===== config.mk =====
export PLATFORM = sky130hd
export DESIGN_NAME = wb_unit
export DESIGN_NICKNAME = d
export VERILOG_FILES = /design/src/rtl/wb_unit_pkg.sv /design/src/rtl/wb_unit_load_align.sv /design/src/rtl/wb_unit.sv
export SDC_FILE = /design/constraint.sdc
export NUM_CORES = 1
export LEC_CHECK = 0
export ABC_AREA = 1
export BUFFER_PORTS_ARGS = -buffer_cell sky130_fd_sc_hd__buf_2
export CAP_MARGIN = 20
export CORE_MARGIN = 3
export CORE_UTILIZATION = 48
export CTS_BUF_LIST = sky130_fd_sc_hd__clkbuf_4 sky130_fd_sc_hd__clkbuf_8
export DETAILED_ROUTE_END_ITERATION = 6
export HOLD_SLACK_MARGIN = 0.02
export PLACE_DENSITY_LB_ADDON = 0.2
export SLEW_MARGIN = 30
export SYNTH_ARGS = -nofsm -noshare
export SYNTH_HDL_FRONTEND = slang
export SYNTH_SLANG_ARGS = --single-unit

===== constraint.sdc =====
create_clock -name clk -period 1.87 [get_ports clk]
set_input_delay 0.0935 -clock clk [delete_from_list [all_inputs] [get_ports clk]]
set_output_delay 0.0935 -clock clk [all_outputs]
set_load 0.01 [all_outputs]

===== src/rtl/wb_unit_pkg.sv =====
// Shared CPU definitions for the write-back stage: load-width encodings,
// the return-address register index and the MEM/WB pipeline register layout.
package wb_unit_pkg;

  typedef enum logic [1:0] {
    LB_WORD  = 2'b00,
    LB_SBYTE = 2'b01,
    LB_UBYTE = 2'b10,
    LB_SHALF = 2'b11
  } load_byte_e;

  localparam int unsigned RA_IDX = 31;

  typedef struct packed {
    logic        valid;
    logic [31:0] alu_result;
    logic [31:0] mem_data;
    logic [31:0] pc_addr;
    logic [4:0]  rw;
    logic        reg_wr;
    logic        mem_to_reg;
    logic        overflow;
    logic        jal;
    logic [1:0]  load_byte;
  } mem_wb_t;

endpackage


===== src/rtl/wb_unit_load_align.sv =====
// Little-endian load alignment: picks the addressed byte/halfword out of a
// memory word and zero- or sign-extends it to 32 bits.
module load_align
  import wb_unit_pkg::*;
(
  input  logic [31:0] word,
  input  logic [1:0]  addr,
  input  logic [1:0]  load_byte,
  output logic [31:0] value
);

  logic [7:0]  byte_sel;
  logic [15:0] half_sel;

  assign byte_sel = word[{addr, 3'b000} +: 8];
  // Halfword loads ignore addr[0]; misaligned halves fold to the aligned one.
  assign half_sel = addr[1] ? word[31:16] : word[15:0];

  always_comb begin
    // NOTE: value gets a default before the case so no path leaves it unassigned (no latch).
    value = word;
    case (load_byte_e'(load_byte))
      LB_WORD:  value = word;
      LB_SBYTE: value = {{24{byte_sel[7]}}, byte_sel};
      LB_UBYTE: value = {24'h0, byte_sel};
      LB_SHALF: value = {{16{half_sel[15]}}, half_sel};
      default:  value = word;
    endcase
  end

endmodule


===== src/rtl/wb_unit.sv =====
// MEM/WB pipeline register plus write-back mux: produces register-file write
// data/address/enable and counts retired instructions.
module wb_unit
  import wb_unit_pkg::*;
#(
  parameter int unsigned CNT_W  = 32,
  parameter int unsigned RA_REG = RA_IDX
) (
  input  logic             clk,
  input  logic             rst_n,
  input  logic             stall,
  input  logic             flush,
  input  logic             valid_Mem,
  input  logic [31:0]      ALUResult_Mem,
  input  logic [31:0]      MemData_Mem,
  input  logic [31:0]      PC_Addr_Mem,
  input  logic [4:0]       Rw_Mem,
  input  logic             RegWr_Mem,
  input  logic             MemToReg_Mem,
  input  logic             OverFlow_Mem,
  input  logic             Jal_Mem,
  input  logic [1:0]       LoadByte_Mem,
  output logic [31:0]      busW,
  output logic [4:0]       Rw_Wr,
  output logic             RegWr_Wr,
  output logic             OverFlow_Wr,
  output logic             Jal_Wr,
  output logic             valid_Wr,
  output logic [CNT_W-1:0] retire_cnt
);

  localparam logic [4:0] RA_ADDR = 5'(RA_REG);

  mem_wb_t mem_d;
  mem_wb_t wb_q;
  logic [31:0] load_value;

  assign mem_d = '{
    valid:      valid_Mem,
    alu_result: ALUResult_Mem,
    mem_data:   MemData_Mem,
    pc_addr:    PC_Addr_Mem,
    rw:         Rw_Mem,
    reg_wr:     RegWr_Mem,
    mem_to_reg: MemToReg_Mem,
    overflow:   OverFlow_Mem,
    jal:        Jal_Mem,
    load_byte:  LoadByte_Mem
  };

  // Reset beats flush, flush beats stall: a flushed slot becomes an all-zero bubble.
  always_ff @(posedge clk) begin
    // NOTE: sequential state uses non-blocking assignments so every register samples pre-edge values.
    if (!rst_n)      wb_q <= '0;
    else if (flush)  wb_q <= '0;
    else if (!stall) wb_q <= mem_d;
  end

  // Counts the instruction leaving WB; overflowed instructions still retire.
  always_ff @(posedge clk) begin
    if (!rst_n)                   retire_cnt <= '0;
    else if (wb_q.valid && !stall) retire_cnt <= retire_cnt + CNT_W'(1);
  end

  load_align u_load_align (
    .word      (wb_q.mem_data),
    .addr      (wb_q.alu_result[1:0]),
    .load_byte (wb_q.load_byte),
    .value     (load_value)
  );

  always_comb begin
    busW = wb_q.alu_result;
    if (wb_q.jal)             busW = wb_q.pc_addr + 32'd4;
    else if (wb_q.mem_to_reg) busW = load_value;
  end

  assign Rw_Wr       = wb_q.jal ? RA_ADDR : wb_q.rw;
  assign RegWr_Wr    = wb_q.valid & wb_q.reg_wr & (Rw_Wr != 5'd0);
  assign OverFlow_Wr = wb_q.overflow;
  assign Jal_Wr      = wb_q.jal;
  assign valid_Wr    = wb_q.valid;

endmodule


==> metrics, run 1 <==
status finished, violations left; failing checks negative setup slack; post-layout minimum cycle time 2.10 ns; TritonCTS buffer count 17; Cells after Synth 1223; DRT antenna net count 0; max-slew violation count 0; worst hold slack about 0.070 ns; DR WL met2 14200 um; ratio of cells with drive above 1 in the final layout 30.1%; crit path from wb_q[76]$_SDFFE_PP0N_; met1 wire length 11600 um; worst hold path type in -> reg; Crit Path Max Fanout 8; clock sink count 140; synth top area cells dfxtp_1 37%, nand2_1 21%, nor2_1 9.1%; max_slew headroom 60.2%; iteration count of the initial detailed-routing pass 6; CORE AREA 15400 um2; Syn-to-layout area delta 50.2%; initial antenna violation count 0; Die Wd 132 um; Max VDD drop roughly 440 uV; internal power 5.07 mW; Post-Syn Area 7650 um2; vias in the first global route 8909; Post-synth top flop dfxtp_1; Hold Crit Depth 4; I/O pin cnt 185; Tcrit/Tclk final 112%; Top Metal Used met4; area share of the largest cell type after synthesis 36.6%; #FFs+latches synth 140; Static Leak 4.88 nW; via count between 9000 and 10000; Worst Path Required approximately 1.8 ns; # setup viols final 32; leading cell type in the layout, fill and taps excluded nand2_1; Setup WS post-layout -0.226 ns; Post-synth EDFFs 0; worst r2r path cells 8; FMAX 0.477 GHz; critical path endpoint category primary output; sequential power share 44.5%; pre-CTS setup slack 0.0490 ns; CTS clk-pin slew, worst paths ~0.09 ns; DRC errors left 0; FFs w/ async S/R, synth 0%; sequential share of the synthesized area 36.6%; H-tree lvl count 4; library cells used by synthesis 42; Layout Skew 0.00947 ns; largest net degree at the start of global routing 145; Power Density 613 nW/um2; Starting Density 49.6%; Core Rows 45; placed cells 1584; DRT iter0 DRCs 926; critical path startpoint category flop; HPWL after DPL around 19000 um; GRT overflow 0; CP cell instances inv_6 > nand2_4 > o21ai_4 > nand2_2 > nand4_4 > nand2_8 > nor2_1 > o21ai_1 > buf_2; post-route core utilization about 75%; Post-Layout Cell Count 1758; maximum buffer depth of the clock tree 2; max-cap violation count 0; routability cong. 0.949; first-pass GRT wire length 45500 um; WL final between 20000 and 30000 um; RSZ-0062 raised after global routing true; yosys warns 0; DR WL/cell 16.9 um; met3 WL about 2400 um; final instance area 11500 um2; r2r endpoint retire_cnt[24]$_SDFFE_PN0P_; Reg2Reg Setup Slack 0.23 ns; Arrival @ worst endpoint 2.00 ns; PortBufs 184; crit path max-delay cell type dfxtp_4; Worst-Margin Slew 0.597 ns; average size of a mapped cell 6.26 um2; WS Path Type reg -> out; Die ar. 17500 um2; Net Count, Synth 1337; TritonCTS clock tree built; Sw Share 28.1%; Vias/cell 5.42; min-delay src rst_n; GRT Util Overall 32.1%; CP max stage delay approximately 0.42 ns; Post-Place Cell Area 8850 um2; Worst R2R Start retire_cnt[1]$_SDFFE_PN0P_; clock share of power 38.7%; Total Power 7.05 mW; DIE HEIGHT 132 um; final net count 1647; final hold vios 0; switching power of the nets around 2.0 mW; WHS Endpoint retire_cnt[22]$_SDFFE_PN0P_; Clk Latency, worst-skew pair 0.47 ns; CTS Root Cell clkbuf_8; highest-count cells in the layout ignoring fill and taps 375 x nand2_1, 179 x buf_2, 156 x nor2_1; Gate power share between 10% and 20%; cell taking the most area after synthesis dfxtp_1; total negative slack -4.55 ns
-- routing by layer --
metal	global-route usage (%)	vias to the layer above
met2	54.1	512
li1	-	4558
met3	6.07	93
met5	0	-
met1	40.1	4371
met4	14.3	0
-- cell type report --
class | instances | area (um2)
Tap cell | 211 | 264
Clock buffer | 24 | 299
Fill cell | 1193 | 3930
Multi-Input combinational cell | 941 | 4960
Clock inverter | 8 | 133
Timing Repair Buffer | 351 | 2640
Sequential cell | 140 | 2870
Antenna cell | 1 | 2.50
Inverter | 82 | 323
-- synthesized netlist by cell type, types with 2 or more instances --
cell and n:
nand2_1 421, nor2_2 5, buf_4 2, nand3_1 33, or2_2 2, nand4_1 7
ha_1 2, inv_2 3, inv_1 76, nor2_1 186, nand3_2 2, clkbuf_1 38
o21ai_0 57, nand2_2 4, nor2_4 3, dfxtp_1 140, xor2_1 13, clkinv_1 2
a21oi_1 130, o211ai_1 3, o21a_1 2, nand3b_1 7, xnor2_1 4, or2_1 2
buf_1 9, a211oi_1 36, buf_2 11, nor3_1 9
-- flip-flops by register name, summed over array words and instances (netlist names) --
name	count
retire_cnt	32
wb_q	105
valid_Wr	1
OverFlow_Wr	1
Jal_Wr	1
-- what timing repair did --
item | 4_1_cts | 5_1_grt
endpoints found under the setup margin | 32 | 32
hold endpoints to repair | 108 | 0
pin swaps | 30 | 61
gates resized for setup | 160 | 131
setup buffers | 15 | 17
hold buffers | 108 | 0
cloned | 2 | 0
-- worst max-delay path by stage --
stage	end	slack, ns	cells past startpoint
2_1_floorplan	retire_cnt[24]$_SDFFE_PN0P_	0.29	8
3_3_place_gp	busW[22]	0.01	8
3_5_place_dp	busW[22]	0.05	8
4_1_cts	busW[8]	-0.16	10
5_1_grt	busW[13]	-0.25	12
6_report	busW[17]	-0.23	9
-- worst max-delay path, delay by kind of cell (launching register included) --
kind                   cells  cell delay, ns
and+or+nand+nor            5            0.60
buffers and inverters      2            0.25
AOI/OAI and AO/OA          2            0.27
DFF                        1            0.42
-- power groups by stage --
| stage | logic, mW | registers [mW] | clock network [mW] |
|---|---|---|---|
| detailed placement | 0.810 | 3.20 | 0 |
| global route | 1.28 | 3.15 | 2.85 |
| finish | 1.19 | 3.14 | 2.73 |
| CTS | 1.06 | 3.14 | 2.73 |
| floorplan | 0.466 | 3.18 | 0 |
| global placement | 0.810 | 3.20 | 0 |
-- cells by family (layout without fill, tap and decap cells) --
family / Yosys count / after routing / share of synthesized area (%)
simple gates: 690 / 691 / 37.1
compound gates: 231 / 231 / 16.5
buf+inv: 143 / 465 / 7.42
flops: 140 / 140 / 36.6
xor+xnor: 17 / 17 / 1.95
fa+ha+maj: 2 / 2 / 0.327
other cells: 0 / 1 / 0
No activity file was read; power rests on OpenSTA's default activity.
==> inputs of run 2 (changes only) <==
- CORE_ASPECT_RATIO: not set -> 1.2
- CTS_CLUSTER_DIAMETER: not set -> 200
- HOLD_SLACK_MARGIN: 0.02 -> 0.08
==> run 2 against run 1 <==
Sequential share of layout area up 0.59 points. Non-clock buffer count is the same. Combinational power is 7% lower. The flow still finishes with violations (negative setup slack). Total power fell by 1.1%. Clock skew fell by 0.0036 ns. Largest cell class unchanged. Critical path depth is the same. Clock power about the same. Sequential power barely moved. Final cell count fell by 0.34%. Count of clock-buffer cells in the layout shrank 1. Wire length decreased by 6.0%.
==> metrics, run 2 (synthesis results as in run 1) <==
Power Density 622 nW/um2 (+1.4%); Max VDD drop 421 uV (-4.0%); Post-Layout Cell Count 1752 (-0.34%); highest-count cells in the layout ignoring fill and taps 392 x nand2_1, 181 x buf_2, 156 x nor2_1; maximum buffer depth of the clock tree 2 (unchanged); Starting Density 49.9% (+0.32 points); CTS Root Cell clkbuf_8; Clk Latency, worst-skew pair 0.45 ns (-0.02 ns); Top reg by flops wb_q; Worst Path Required 1.78 ns (about the same); max-slew violation count 0 (unchanged); # setup viols final 25 (-22%); Worst-Margin Slew 0.596 ns (-0.000453 ns); switching power of the nets 1.89 mW (-4.4%); ratio of cells with drive above 1 in the final layout 28.4% (-1.8 points); Largest regs wb_q (105), retire_cnt (32); Layout Skew 0.00583 ns (-0.00364 ns); Tcrit/Tclk final 108% (-3.9 points); Setup WS post-layout -0.153 ns (+0.0730 ns); largest net degree at the start of global routing 145 (unchanged); WS Path Type reg -> out; CORE AREA 15300 um2 (-0.65%); sequential power share 45.0% (+0.5 points); Total Power 6.97 mW (-1.1%); internal power 5.08 mW (+0.16%); DRT iter0 DRCs 981 (+5.9%); routability cong. 0.987 (+4.0%); TritonCTS clock tree built; via count 9335 (-2.1%); DIE HEIGHT 144 um (+9.1%); Die Wd 121 um (-8.3%); WL final 27900 um (-6.0%); vias in the first global route 8868 (-0.46%); final hold vios 0 (unchanged); HPWL after DPL 18900 um (-2.0%); PortBufs 184 (unchanged); initial antenna violation count 0 (unchanged); number of diodes 0 (-1); FMAX 0.494 GHz (+3.6%); placed cells 1577 (-0.44%); DRC errors left 0 (unchanged); critical path startpoint category flop; Sw Share 27.1% (-0.93 points); GRT overflow 0 (unchanged); RSZ-0062 raised after global routing true; I/O pin cnt 185 (unchanged); clock sink count 140 (unchanged); Die ar. 17500 um2 (about the same); GRT Util Overall 31.0% (-1.1 points); iteration count of the initial detailed-routing pass 6 (unchanged); DR WL/cell 15.9 um (-5.7%); TritonCTS buffer count 17 (unchanged); final instance area 11200 um2 (-2.5%); status finished, violations left; total negative slack -2.86 ns (+1.68 ns); max_slew headroom 60.3% (about the same); CTS clk-pin slew, worst paths 0.08 ns (about the same); clock share of power 39.1% (+0.4 points); Post-Place Cell Area 8820 um2 (-0.38%); Gate power share 15.9% (-0.9 points); max-cap violation count 0 (unchanged); Syn-to-layout area delta 46.5%; Crit Path Max Fanout 8 (unchanged); H-tree lvl count 4 (unchanged); Vias/cell 5.33 (-1.8%); post-layout minimum cycle time 2.02 ns (-0.0730 ns); final net count 1649 (+0.12%); first-pass GRT wire length 43100 um (-5.1%); Core Rows 49 (+8.9%); failing checks negative setup slack; worst hold path type in -> reg; critical path endpoint category primary output; Arrival @ worst endpoint 1.93 ns (-0.07 ns); post-route core utilization 73.1% (-1.4 points); leading cell type in the layout, fill and taps excluded nand2_1; Static Leak 4.81 nW (-1.5%); DRT antenna net count 0 (unchanged); Largest register FFs 105 (unchanged)
==> run 2: layout make-up <==
cell class | count | area, um2
Multi-Input combinational cell | 943 | 4790
Fill cell | 1242 | 4120
Sequential cell | 140 | 2870
Timing Repair Buffer | 351 | 2540
Inverter | 82 | 319
Clock buffer | 23 | 310
Tap cell | 204 | 255
Clock inverter | 9 | 133
==> run 2: path summary, 6_finish.rpt <==
path	start	endpoint	slack, ns	cells after the start
worst max register to register	retire_cnt[1]$_SDFFE_PN0P_	retire_cnt[24]$_SDFFE_PN0P_	0.21	8
worst max-delay path	wb_q[76]$_SDFFE_PP0N_	busW[18]	-0.15	9
worst min-delay path	stall	retire_cnt[2]$_SDFFE_PN0P_	0.10	5
worst min register to register	wb_q[106]$_SDFFE_PP0N_	wb_q[106]$_SDFFE_PP0N_	0.47	2
==> run 2: power groups by stage <==
stage	sequential [mW]	clock, mW	combinational, mW
2_1_floorplan	3.18	0	0.466
3_3_place_gp	3.20	0	0.803
3_5_place_dp	3.20	0	0.804
4_1_cts	3.13	2.77	1.04
5_1_grt	3.15	2.88	1.20
6_report	3.14	2.73	1.11
==> run 2: critical path: stages (launching register included) <==
cell	delay [ns]
dfxtp_4	0.41
inv_4	0.06
nand2_2	0.05
o21ai_2	0.06
nand2_2	0.11
nand4_4	0.25
nand2_4	0.23
o21ai_1	0.07
nand2_1	0.09
buf_2	0.13
==> run 2: what timing repair did <==
| item | in CTS | in global routing |
|---|---|---|
| setup endpoints to repair | 32 | 32 |
| gates cloned | 3 | 0 |
| pin swaps | 44 | 50 |
| setup buffers | 19 | 13 |
| hold buffers | 109 | 0 |
| endpoints found under the hold margin | 115 | 0 |
| gates resized for setup | 140 | 86 |
==> run 2: routing by layer <==
metal  vias up  routed length (um)  track usage [%]
met5         -                   0                0
met4         0                1490             17.0
met3       112                1910             5.56
met2       472               13400             52.9
met1      4197               11100             37.1
li1       4554                   -                -
==> run 2: through the flow <==
stage	setup slack (ns)	hold WS [ns]
final	-0.153	0.101
after global routing	-0.237	0.122
after global placement	0.0334	0.344
after floorplan	0.287	0.232
after detailed placement	0.0382	0.349
after CTS	-0.185	0.0819
==> inputs of run 3 (changes only) <==
==> constraint.sdc (replaced) <==
create_clock -name clk -period 1.7 [get_ports clk]
set_input_delay 0.34 -clock clk [delete_from_list [all_inputs] [get_ports clk]]
set_output_delay 0.34 -clock clk [all_outputs]
set_load 0.01 [all_outputs]
==> run 3 against run 2 <==
The run ends with design-rule violations, negative setup slack left. Cell area fell by 1.5%. Core utilization fell by 1.1 points. Wire length rose by 0.93%. Register-to-register slack got worse by 0.07 ns. Total power rose by 5.3%. Global-route usage rose by 0.56 points. Combinational power rose by 6%. Worst setup slack got worse by 0.41 ns. Critical endpoint is now busW[0].
==> metrics, run 3 (synthesis results as in run 1) <==
met2 usage 53.2% (+0.29 points); GRT Util Overall 31.6% (+0.56 points); Die Wd 121 um (unchanged); DIE HEIGHT 144 um (unchanged); maximum buffer depth of the clock tree 2 (unchanged); Syn-to-layout area delta 44.3%; GR peak layer met2; min-delay src PC_Addr_Mem[22]; worst hold path type in -> reg; H-tree lvl count 4 (unchanged); clock sink count 140 (unchanged); status finished, violations left; Crit Path Max Fanout 4 (-4); worst r2r path cells 6 (-2); max_slew headroom 53.3% (-7.0 points); HPWL after DPL 20100 um (+6.7%); final net count 1614 (-2.1%); Clk Latency, worst-skew pair 0.45 ns (about the same); DRC errors left 2 (+2); Largest regs wb_q (105), retire_cnt (32); failing checks design-rule violations, negative setup slack; routability cong. 0.963 (-2.4%); Worst R2R Start retire_cnt[5]$_SDFFE_PN0P_; Static Leak 4.95 nW (+3.0%); Arrival @ worst endpoint 1.93 ns (about the same); GRT overflow 0 (unchanged); CTS Root Cell clkbuf_8; worst hold slack 0.123 ns (+0.0223 ns); iteration count of the initial detailed-routing pass 7 (+1); Worst-Margin Slew 0.701 ns (+0.105 ns); FMAX 0.441 GHz; max-cap violation count 0 (unchanged); Die ar. 17500 um2 (unchanged); critical path startpoint category flop; critical path endpoint category primary output; first-pass GRT wire length 43200 um (+0.26%); highest-count cells in the layout ignoring fill and taps 362 x nand2_1, 181 x buf_2, 153 x nor2_1; number of diodes 0 (unchanged); TritonCTS buffer count 17 (unchanged); Tcrit/Tclk final 133%; WS Path Type reg -> out; Setup WS post-layout -0.566 ns (-0.413 ns); vias in the first global route 8602 (-3.0%); leading cell type in the layout, fill and taps excluded nand2_1; DRT iter0 DRCs 808 (-18%); GR Util met1 38.4% (+1.4 points); DRT antenna net count 0 (unchanged); Top reg by flops wb_q; PortBufs 184 (unchanged); CTS clk-pin slew, worst paths 0.08 ns (about the same); TritonCTS clock tree built; Largest register FFs 105 (unchanged); total negative slack -15.66 ns (-12.79 ns); Power Density 665 nW/um2 (+6.8%); r2r endpoint retire_cnt[17]$_SDFFE_PN0P_; Layout Skew 0.00699 ns (+0.00116 ns); CORE AREA 15300 um2 (unchanged); WL final 28100 um (+0.93%); largest net degree at the start of global routing 144 (-0.69%); ratio of cells with drive above 1 in the final layout 36.7% (+8.4 points); Hold Crit Depth 3 (-2); DR WL/cell 16.4 um (+3.0%); Total Power 7.34 mW (+5.3%); initial antenna violation count 1 (+1); RSZ-0062 raised after global routing true; I/O pin cnt 185 (unchanged); Reg2Reg Setup Slack 0.14 ns (-0.07 ns); final hold vios 0 (unchanged); Starting Density 49.9% (unchanged); M3 GR Usage 7.08% (+1.5 points); Worst Path Required 1.36 ns (-0.42 ns); Max VDD drop 467 uV (+11%); Vias/cell 5.29 (-0.78%); via count 9077 (-2.8%); post-layout minimum cycle time 2.27 ns; max-slew violation count 0 (unchanged); Core Rows 49 (unchanged); WHS Endpoint wb_q[33]$_SDFFE_PP0N_; # setup viols final 33 (+32%)
==> run 3: cell count changes in the layout (fill, tap and decap cells not counted), moves of 6 or more <==
cell           before  now
dlygate4sd3_1     109    0
buf_4              47  105
nand2_1           392  362
nand2_2            26   42
nand2_4             8   20
buf_12              3   11
buf_6              10   18
o21ai_1            23   16
o21ai_2            15   21
==> run 3: critical path, stage by stage, from the launching register on <==
cell,delay (ns)
dfxtp_4,0.43
buf_12,0.14
buf_16,0.11
buf_6,0.10
nand2_2,0.04
o21ai_2,0.05
nor2_1,0.06
o21ai_1,0.16
nand3_1,0.11
a21oi_2,0.15
buf_2,0.14
==> run 3: timing repair <==
item	in CTS	in global routing
endpoints found under the setup margin	33	40
gates cloned	3	0
pin swaps	58	60
buffers inserted	15	9
resized for setup	204	105
hold buffers	0	0
==> run 3: stage by stage <==
stage	utilization, %	setup WS (ns)	cells	cell area, um2
after floorplan	-	0.00712	1223	7650
after global placement	62.2	-0.154	1663	9530
after detailed placement	62.2	-0.229	1663	9530
after CTS	69.2	-0.591	1710	10600
after global routing	72.1	-0.684	1717	11000
final	72.1	-0.566	1717	11000
==> run 3: report_power, final <==
part	internal (mW)	switching, mW	leakage, nW	total [mW]
logic	0.501	0.678	3.60	1.18
registers	3.36	0.0807	1.16	3.44
clock network	1.41	1.32	0.201	2.72
==> run 3: worst max path at each step <==
stage	startpoint	end	slack, ns	depth (start not counted)
4_1_cts	wb_q[14]$_SDFFE_PP0N_	busW[12]	-0.59	8
6_report	wb_q[76]$_SDFFE_PP0N_	busW[0]	-0.57	10
2_1_floorplan	wb_q[13]$_SDFFE_PP0N_	busW[20]	0.007	9
5_1_grt	wb_q[16]$_SDFFE_PP0N_	busW[20]	-0.68	10
3_3_place_gp	wb_q[13]$_SDFFE_PP0N_	busW[20]	-0.15	10
3_5_place_dp	wb_q[13]$_SDFFE_PP0N_	busW[12]	-0.23	8
==> run 3: cell type report <==
type                            instances  area [um2]
Timing Repair Buffer                  318        2190
Sequential cell                       140        2880
Tap cell                              204         255
Clock buffer                           22         278
Fill cell                            1349        4280
Multi-Input combinational cell        941        5010
Clock inverter                         10         116
Inverter                               82         325
==> run 3: layer usage <==
layer | wire, um | share of wire (%) | up-vias
li1 | - | - | 4497
met1 | 11200 | 40 | 4122
met5 | 13 | 0.046 | -
met3 | 2020 | 7.2 | 73
met4 | 1190 | 4.2 | 2
met2 | 13700 | 49 | 383
